`config.mk`:
```
export PLATFORM = sky130hd
export DESIGN_NAME = fetch_to_decode_transmitter
export DESIGN_NICKNAME = d
export VERILOG_FILES = /design/src/rtl/fetch_to_decode_transmitter.sv
export SDC_FILE = /design/constraint.sdc
export NUM_CORES = 1
export LEC_CHECK = 0
export CORE_MARGIN = 10
export CORE_UTILIZATION = 40
export DETAILED_ROUTE_END_ITERATION = 6
export DONT_BUFFER_PORTS = 1
export PLACE_DENSITY = 0.51
export SYNTH_ARGS = -nofsm -noshare
export SYNTH_HDL_FRONTEND = slang
export SYNTH_SLANG_ARGS = --single-unit
```
`constraint.sdc`:
```
create_clock -name clk -period 4.1 [get_ports clk]
set_input_delay 0.82 -clock clk [delete_from_list [all_inputs] [get_ports clk]]
set_output_delay 0.82 -clock clk [all_outputs]
set_load 0.02 [all_outputs]
```
`src/rtl/fetch_to_decode_transmitter.sv`:
```
// Fetch-side driver of the fetch-to-decode bus.
// Buffers (pc, insn) pairs from the fetch unit in a small FIFO, tags each
// entry with a wrapping sequence number, and issues one-cycle send strobes
// carrying {tag, pc, insn} whenever the bus is free.
//
// Ports:
//   clk, reset          - single clock, synchronous active-high reset
//   fetch_valid/_ready  - fetch handshake; fetch_pc/fetch_insn are the payload
//   flush               - branch redirect: drop buffered entries, restart tag
//   bus_is_busy         - bus still holds an unconsumed packet
//   bus_send/bus_data   - registered one-cycle strobe and packet {tag,pc,insn}
//   occupancy           - current FIFO count
//   stall_cycles        - saturating count of cycles blocked by bus_is_busy
module fetch_to_decode_transmitter #(
  parameter int unsigned ADDR_W = 32,
  parameter int unsigned INSN_W = 32,
  parameter int unsigned TAG_W  = 4,
  parameter int unsigned DEPTH  = 4
) (
  input  logic                              clk,
  input  logic                              reset,
  input  logic                              fetch_valid,
  input  logic [ADDR_W-1:0]                 fetch_pc,
  input  logic [INSN_W-1:0]                 fetch_insn,
  output logic                              fetch_ready,
  input  logic                              flush,
  input  logic                              bus_is_busy,
  output logic                              bus_send,
  output logic [TAG_W+ADDR_W+INSN_W-1:0]    bus_data,
  output logic [$clog2(DEPTH):0]            occupancy,
  output logic [15:0]                       stall_cycles
);

  localparam int unsigned PTR_W = $clog2(DEPTH);
  localparam int unsigned CNT_W = PTR_W + 1;
  localparam int unsigned PKT_W = TAG_W + ADDR_W + INSN_W;

  logic [PKT_W-1:0] mem_q [DEPTH];
  logic [PTR_W-1:0] rd_q, rd_d;
  logic [PTR_W-1:0] wr_q, wr_d;
  logic [CNT_W-1:0] occ_q, occ_d;
  logic [TAG_W-1:0] tag_q, tag_d;
  logic             send_q, send_d;
  logic [PKT_W-1:0] data_q, data_d;
  logic [15:0]      stall_q, stall_d;

  logic push;
  logic fire;

  always_comb begin
    fetch_ready = (occ_q < CNT_W'(DEPTH)) && !flush;
    push        = fetch_valid && fetch_ready;
    // No fire while our own strobe is out: the bus only raises busy on the
    // edge after the strobe, so firing back-to-back would overwrite it.
    fire        = (occ_q != '0) && !bus_is_busy && !flush && !send_q;

    rd_d    = rd_q;
    wr_d    = wr_q;
    occ_d   = occ_q;
    tag_d   = tag_q;
    send_d  = fire;
    data_d  = data_q;
    stall_d = stall_q;

    if (push) begin
      wr_d  = wr_q + PTR_W'(1);
      tag_d = tag_q + TAG_W'(1);
    end
    if (fire) begin
      rd_d   = rd_q + PTR_W'(1);
      data_d = mem_q[rd_q];
    end
    case ({push, fire})
      2'b10:   occ_d = occ_q + CNT_W'(1);
      2'b01:   occ_d = occ_q - CNT_W'(1);
      default: occ_d = occ_q;
    endcase

    // push and fire are already suppressed during flush; only the
    // bookkeeping needs clearing. bus_data keeps the last delivered packet.
    if (flush) begin
      rd_d  = '0;
      wr_d  = '0;
      occ_d = '0;
      tag_d = '0;
    end

    if ((occ_q != '0) && bus_is_busy && (stall_q != '1)) begin
      stall_d = stall_q + 16'd1;
    end
  end

  always_ff @(posedge clk) begin
    if (reset) begin
      rd_q    <= '0;
      wr_q    <= '0;
      occ_q   <= '0;
      tag_q   <= '0;
      send_q  <= 1'b0;
      data_q  <= '0;
      stall_q <= '0;
    end else begin
      rd_q    <= rd_d;
      wr_q    <= wr_d;
      occ_q   <= occ_d;
      tag_q   <= tag_d;
      send_q  <= send_d;
      data_q  <= data_d;
      stall_q <= stall_d;
    end
  end

  // Storage needs no reset: occupancy gates every read.
  always_ff @(posedge clk) begin
    if (!reset && push) begin
      mem_q[wr_q] <= {tag_q, fetch_pc, fetch_insn};
    end
  end

  assign bus_send     = send_q;
  assign bus_data     = data_q;
  assign occupancy    = occ_q;
  assign stall_cycles = stall_q;

endmodule
```
Word-level counts from Yosys, hierarchy flattened
Memory sizes are Yosys's and may differ from the RTL's. A register that Yosys moved wholly into a read port is not among the register bits.
Index checks and enable logic that the tools add are counted.
{ "word_totals": {"reg_bits": 28, "latchBits": 0, "mem_bits_rw": 272, "rom_bits": 0, "elab_cells": 35, "mem_count": 1} }
{ "classes": {"add_sub_neg": 6, "n_mul": 0, "div_mod_pow": 0, "n_lt_le_gt_ge": 1, "n_eq_ne": 3, "shifts": 0, "mux": 3, "bitwise_logic": 0, "n_reduce_logical": 15} }
{ "memory_table": {"columns": ["name", "depth", "word_bits", "read_ports", "rd_clocked_by_memory_dff", "write_ports", "line_no", "text"], "rows": [
  ["mem_q", 4, 68, 1, 1, 1, "38", "logic [PKT_W-1:0] mem_q [DEPTH];"]
]} }
{ "op_table": {"columns": ["cell", "n"], "rows": [
  ["$add 16x1->16 const B", 1],
  ["$ne 16x16->1 const B", 1],
  ["$logic_and 1x1->1", 8],
  ["$pmux 3 s2", 1],
  ["$add 2x1->2 const B", 2],
  ["$add 4x1->4 const B", 1],
  ["$logic_not 1->1", 4],
  ["$add 3x1->3 const B", 1],
  ["$lt 3x3->1 const B", 1],
  ["$reduce_bool 3->1", 1],
  ["$sub 3x1->3 const B", 1],
  ["$eq 2x1->1 const B", 1],
  ["$eq 2x2->1 const B", 1],
  ["$mux 1", 2],
  ["$reduce_bool 2->1", 1],
  ["$reduce_or 2->1", 1]
]} }

Longest topological paths before layout
{ "logic_depth": {"depth_word": 6, "depth_mapped": 11, "depth_no_buf": 9} }

Worst setup path before layout
No wires, ideal clock.
{ "synth_timing": {"kind": "input port to flip-flop", "start": "input fetch_valid", "end": "memory mem_q[0][0] (netlist bit), enable pin", "t_arrival_ps": 3110, "required_time_ps": 3666, "setup_slack_ps": 556, "cell_stages": 4, "path_cell_list": "nor3b_2 -> inv_1 -> nor2_1 -> and2_1"} }
{ "synth_between": {"elab_chain_cells": 4} }
{ "synth_lines": {"columns": ["element", "line_no", "text"], "rows": [
  ["start, declared", "22", "input logic fetch_valid,"],
  ["$logic_and 1x1->1", "52", "push = fetch_valid && fetch_ready;"],
  ["$logic_and 1x1->1", "115", "if (!reset && push) begin"],
  ["$mux 1", "115", null],
  ["$mux 1 (not written as such)", "116", "mem_q[wr_q] <= {tag_q, fetch_pc, fetch_insn};"],
  ["end, declared", "38", null]
]} }
No other way between the ends.

Worst setup path in the final report
{ "layout_timing": {"start": "register occ_q[2], in the netlist occupancy[2]", "end": "memory mem_q[2][36] (netlist bit), enable pin"} }
{ "layout_between": {"elab_chain_cells": 6} }
{ "layout_lines": {"columns": ["element", "line_no", "text"], "rows": [
  ["start, declared", "41", "logic [CNT_W-1:0] occ_q, occ_d;"],
  ["start signal, assigned", "97", "occ_q <= '0;"],
  ["start signal, assigned", "105", "occ_q <= occ_d;"],
  ["$lt 3x3->1", "51", "fetch_ready = (occ_q < CNT_W'(DEPTH)) && !flush;"],
  ["$logic_and 1x1->1", "51", null],
  ["$logic_and 1x1->1", "52", null],
  ["$logic_and 1x1->1", "115", null],
  ["$mux 1", "115", null],
  ["$mux 1 (not written as such)", "116", null]
]} }
No other way between the ends.

==> summary.md <==
| Metric | Value |
|---|---|
| Outcome | `complete, no violations` |
| Max rail drop VDD | `0.279 mV` |
| Most frequent cells after synthesis | `edfxtp_1, nand2_1, dfxtp_1, a21oi_1, mux4_2` |
| WS Path Type | `reg -> reg` |
| Crit path max-delay cell type | `nor3b_2` |
| Sequential fraction of the synthesis area | `74.4%` |
| Clock-pin slew on the worst setup and hold paths | `60 ps` |
| EDFF count, synth | `272` |
| Critical Path Sink Type | `register` |
| Gr usage total | `13.5%` |
| Post_cts resized | `0` |
| Vias per cell | `5.25` |
| DPL Wire Length | `17,500 um` |
| Synth top area cells | `edfxtp_1, dfxtp_1, mux4_2` |
| Util after Layout | `46.0%` |
| Post-CTS setup repair buffer count | `0` |
| Initial Util | `40.5%` |
| Clock Latency Late Sink | `510 ps` |
| Clock Skew | `11.3 ps` |
| Routed WL | `28,400 um` |
| Vias in the first global route | `7,043` |
| Placer Congestion | `0.806` |
| CTS max path bufs | `3` |
| H-tree levels | `2` |
| Unique masters post-synth | `50` |
| Post-Syn Nets | `897` |
| Multi-input gate area | `0.00326 mm^2` |
| Nets | `903` |
| Register area | `0.0101 mm^2` |
| Largest area contributor in the netlist | `edfxtp_1` |
| Number of antenna violations at the first check in global routing | `0` |
| DR DRC count | `0` |
| Hold Crit Class | `in -> reg` |
| Routed length per instance | `21.8 um` |
| Leakage | `4.73 nW` |
| Critical-path cell list | `nor3b_2 > inv_1 > nor2_1 > and2_4 > buf_4` |
| Placed Area | `0.0141 mm^2` |
| Ports | `158` |
| FMAX | `370 MHz` |
| First DRT Iteration DRCs | `301` |
| Vias post-DR | `6,836` |
| Die width | `204 um` |
| Layout cell share with drive strength beyond 1 | `17.7%` |
| Share of the synthesized area in the top cell type | `60.2%` |
| Period minus WS final | `2700 ps` |
| Critical-path maximum fanout | `32` |
| Design area | `0.0154 mm^2` |
| Main flop type after synthesis | `edfxtp_1` |
| Crit path max-delay family | `simple AND/OR/NAND/NOR gates` |
| Cell count after synthesis | `820` |
| FFs w/ async S/R, synth | `0%` |
| Most numerous cell in the Yosys netlist | `edfxtp_1` |
| Final hold slack | `384 ps` |
| Core ar. | `0.0334 mm^2` |
| Number of synthesized register bits | `368` |
| GRT Residual Overflow | `0` |
| Buffers and inverters on the worst path | `2` |
| Die ar. | `0.0417 mm^2` |
| Inserted Diodes | `0` |
| TNS Setup | `0 ps` |
| Finished Layout Cells | `1,303` |
| Hold-fix buffers, CTS | `0` |
| IO Port Bufs | `0` |
| Root buffer cell | `clkbuf_16` |
| Crit path required time | `4300 ps` |
| RSZ-0062 raised after global routing | `false` |
| Crit path launch type | `register` |
| TritonCTS sink count | `368` |
| Filler instances | `2,807` |
| Setup violators final | `0` |
| P per Cell Area | `497 mW/mm^2` |
| Worst-Margin Slew | `1220 ps` |
| Syn-to-layout area delta | `13.5%` |
| CP max stage delay | `620 ps` |
| Final worst path period share | `65.9%` |
| Pins Over Slew Limit | `0` |
| Placed Cells | `1,234` |
| DR pass1 iterations | `5` |
| Placement row count | `67` |
| Largest net degree at the start of global routing | `91` |
| Antenna Nets Post-Route | `0` |
| Synthesized area | `0.0136 mm^2` |
| CTS tree | `yes` |
| Chip Height | `204 um` |
| Max_slew headroom | `17.9%` |
| First-pass GRT wire length | `43,500 um` |
| Max cap viols | `0` |
| Crit path DAT | `2910 ps` |
| Syn avg cell area | `16.5 um^2` |
| Synth Warn # | `0` |
| Total CTS buffers | `38` |
| Fin. Hold Viols | `0` |
## worst register-to-register path: cells and delay by family, from the launching register on
family                 cells  cell delay, ps
and+or+nand+nor            3            1430
DFF                        1             460
buffers and inverters      2             510
## sequential cells by signal, indices dropped and copies added (netlist names)
name,cells
mem_q,272
bus_data,68
stall_cycles,16
tag_q,4
occupancy,3
rd_q,2
wr_q,2
bus_send,1
## per-stage QoR
stage | total power, W | worst slack [ps]
2_1_floorplan | 0.00421 | 556
3_3_place_gp | 0.00422 | 1190
3_5_place_dp | 0.00423 | 1070
4_1_cts | 0.00774 | 1360
5_1_grt | 0.00790 | 1180
6_report | 0.00765 | 1400
## area by class of cell
class	instances	area share, %
inverters	10	0.244
repair buffers	11	0.943
well taps	448	3.64
multi-input cells	397	21.2
flip-flops and latches	368	65.6
clock buffers	47	6.67
clock inverters	22	1.65
## power breakdown
part | leakage [nW] | switching, W | internal [W]
combinational | 0.833 | 0.0000510 | 0.0000383
clock | 0.631 | 0.00135 | 0.00215
sequential | 3.26 | 0.0000272 | 0.00403
## worst paths after layout
path | start | end | slack, ps | cells past startpoint
worst min register to register | wr_q[0] | wr_q[0] | 510 | 2
worst min-delay path | reset | stall_cycles[12] | 380 | 1
worst max-delay path | occupancy[2] | mem_q[2][36] | 1400 | 5
worst max register to register | occupancy[2] | mem_q[2][36] | 1400 | 5
## layout by cell type, fill, tap and decap left out, types with 2 or more instances in the layout
master     count
dfxtp_4        2
or4_1          7
clkinv_2       7
edfxtp_1     272
nor3_1         2
clkinv_1       8
nand3_1        6
mux2_1         3
xor2_1         4
ha_1           7
o21ai_0        2
and2_4         4
clkbuf_1       6
nand4_1        6
mux4_2        68
or3_1          3
nor2_1        21
xnor2_1        4
nand2_1      141
clkbuf_8       2
or2_2          2
o31ai_1        7
clkbuf_16     39
buf_4          6
inv_1          9
a21oi_1       81
dfxtp_1       94
buf_12         5
nor4_1         2
bufinv_16      6
nor2b_1        3
## metal layers
layer	vias to the layer above	part of all wire [%]	routed length, um	GRT usage (%)
li1	3135	-	-	-
met1	3498	40	11300	16.2
met2	171	49	13900	22.2
met3	32	9.3	2630	5.58
met4	0	1.8	510	3.49
met5	-	0	0	0
## kinds of logic (layout without fill, tap and decap cells)
group,Yosys count,count (layout),synth area share [%]
mux,72,72,11.6
compound gates,99,99,3.99
xor+xnor,8,8,0.517
flops,368,368,74.4
buf+inv,55,90,1.62
fa+ha+maj,8,8,0.794
simple gates,210,210,7.03
(Power assumes the default switching activity.)
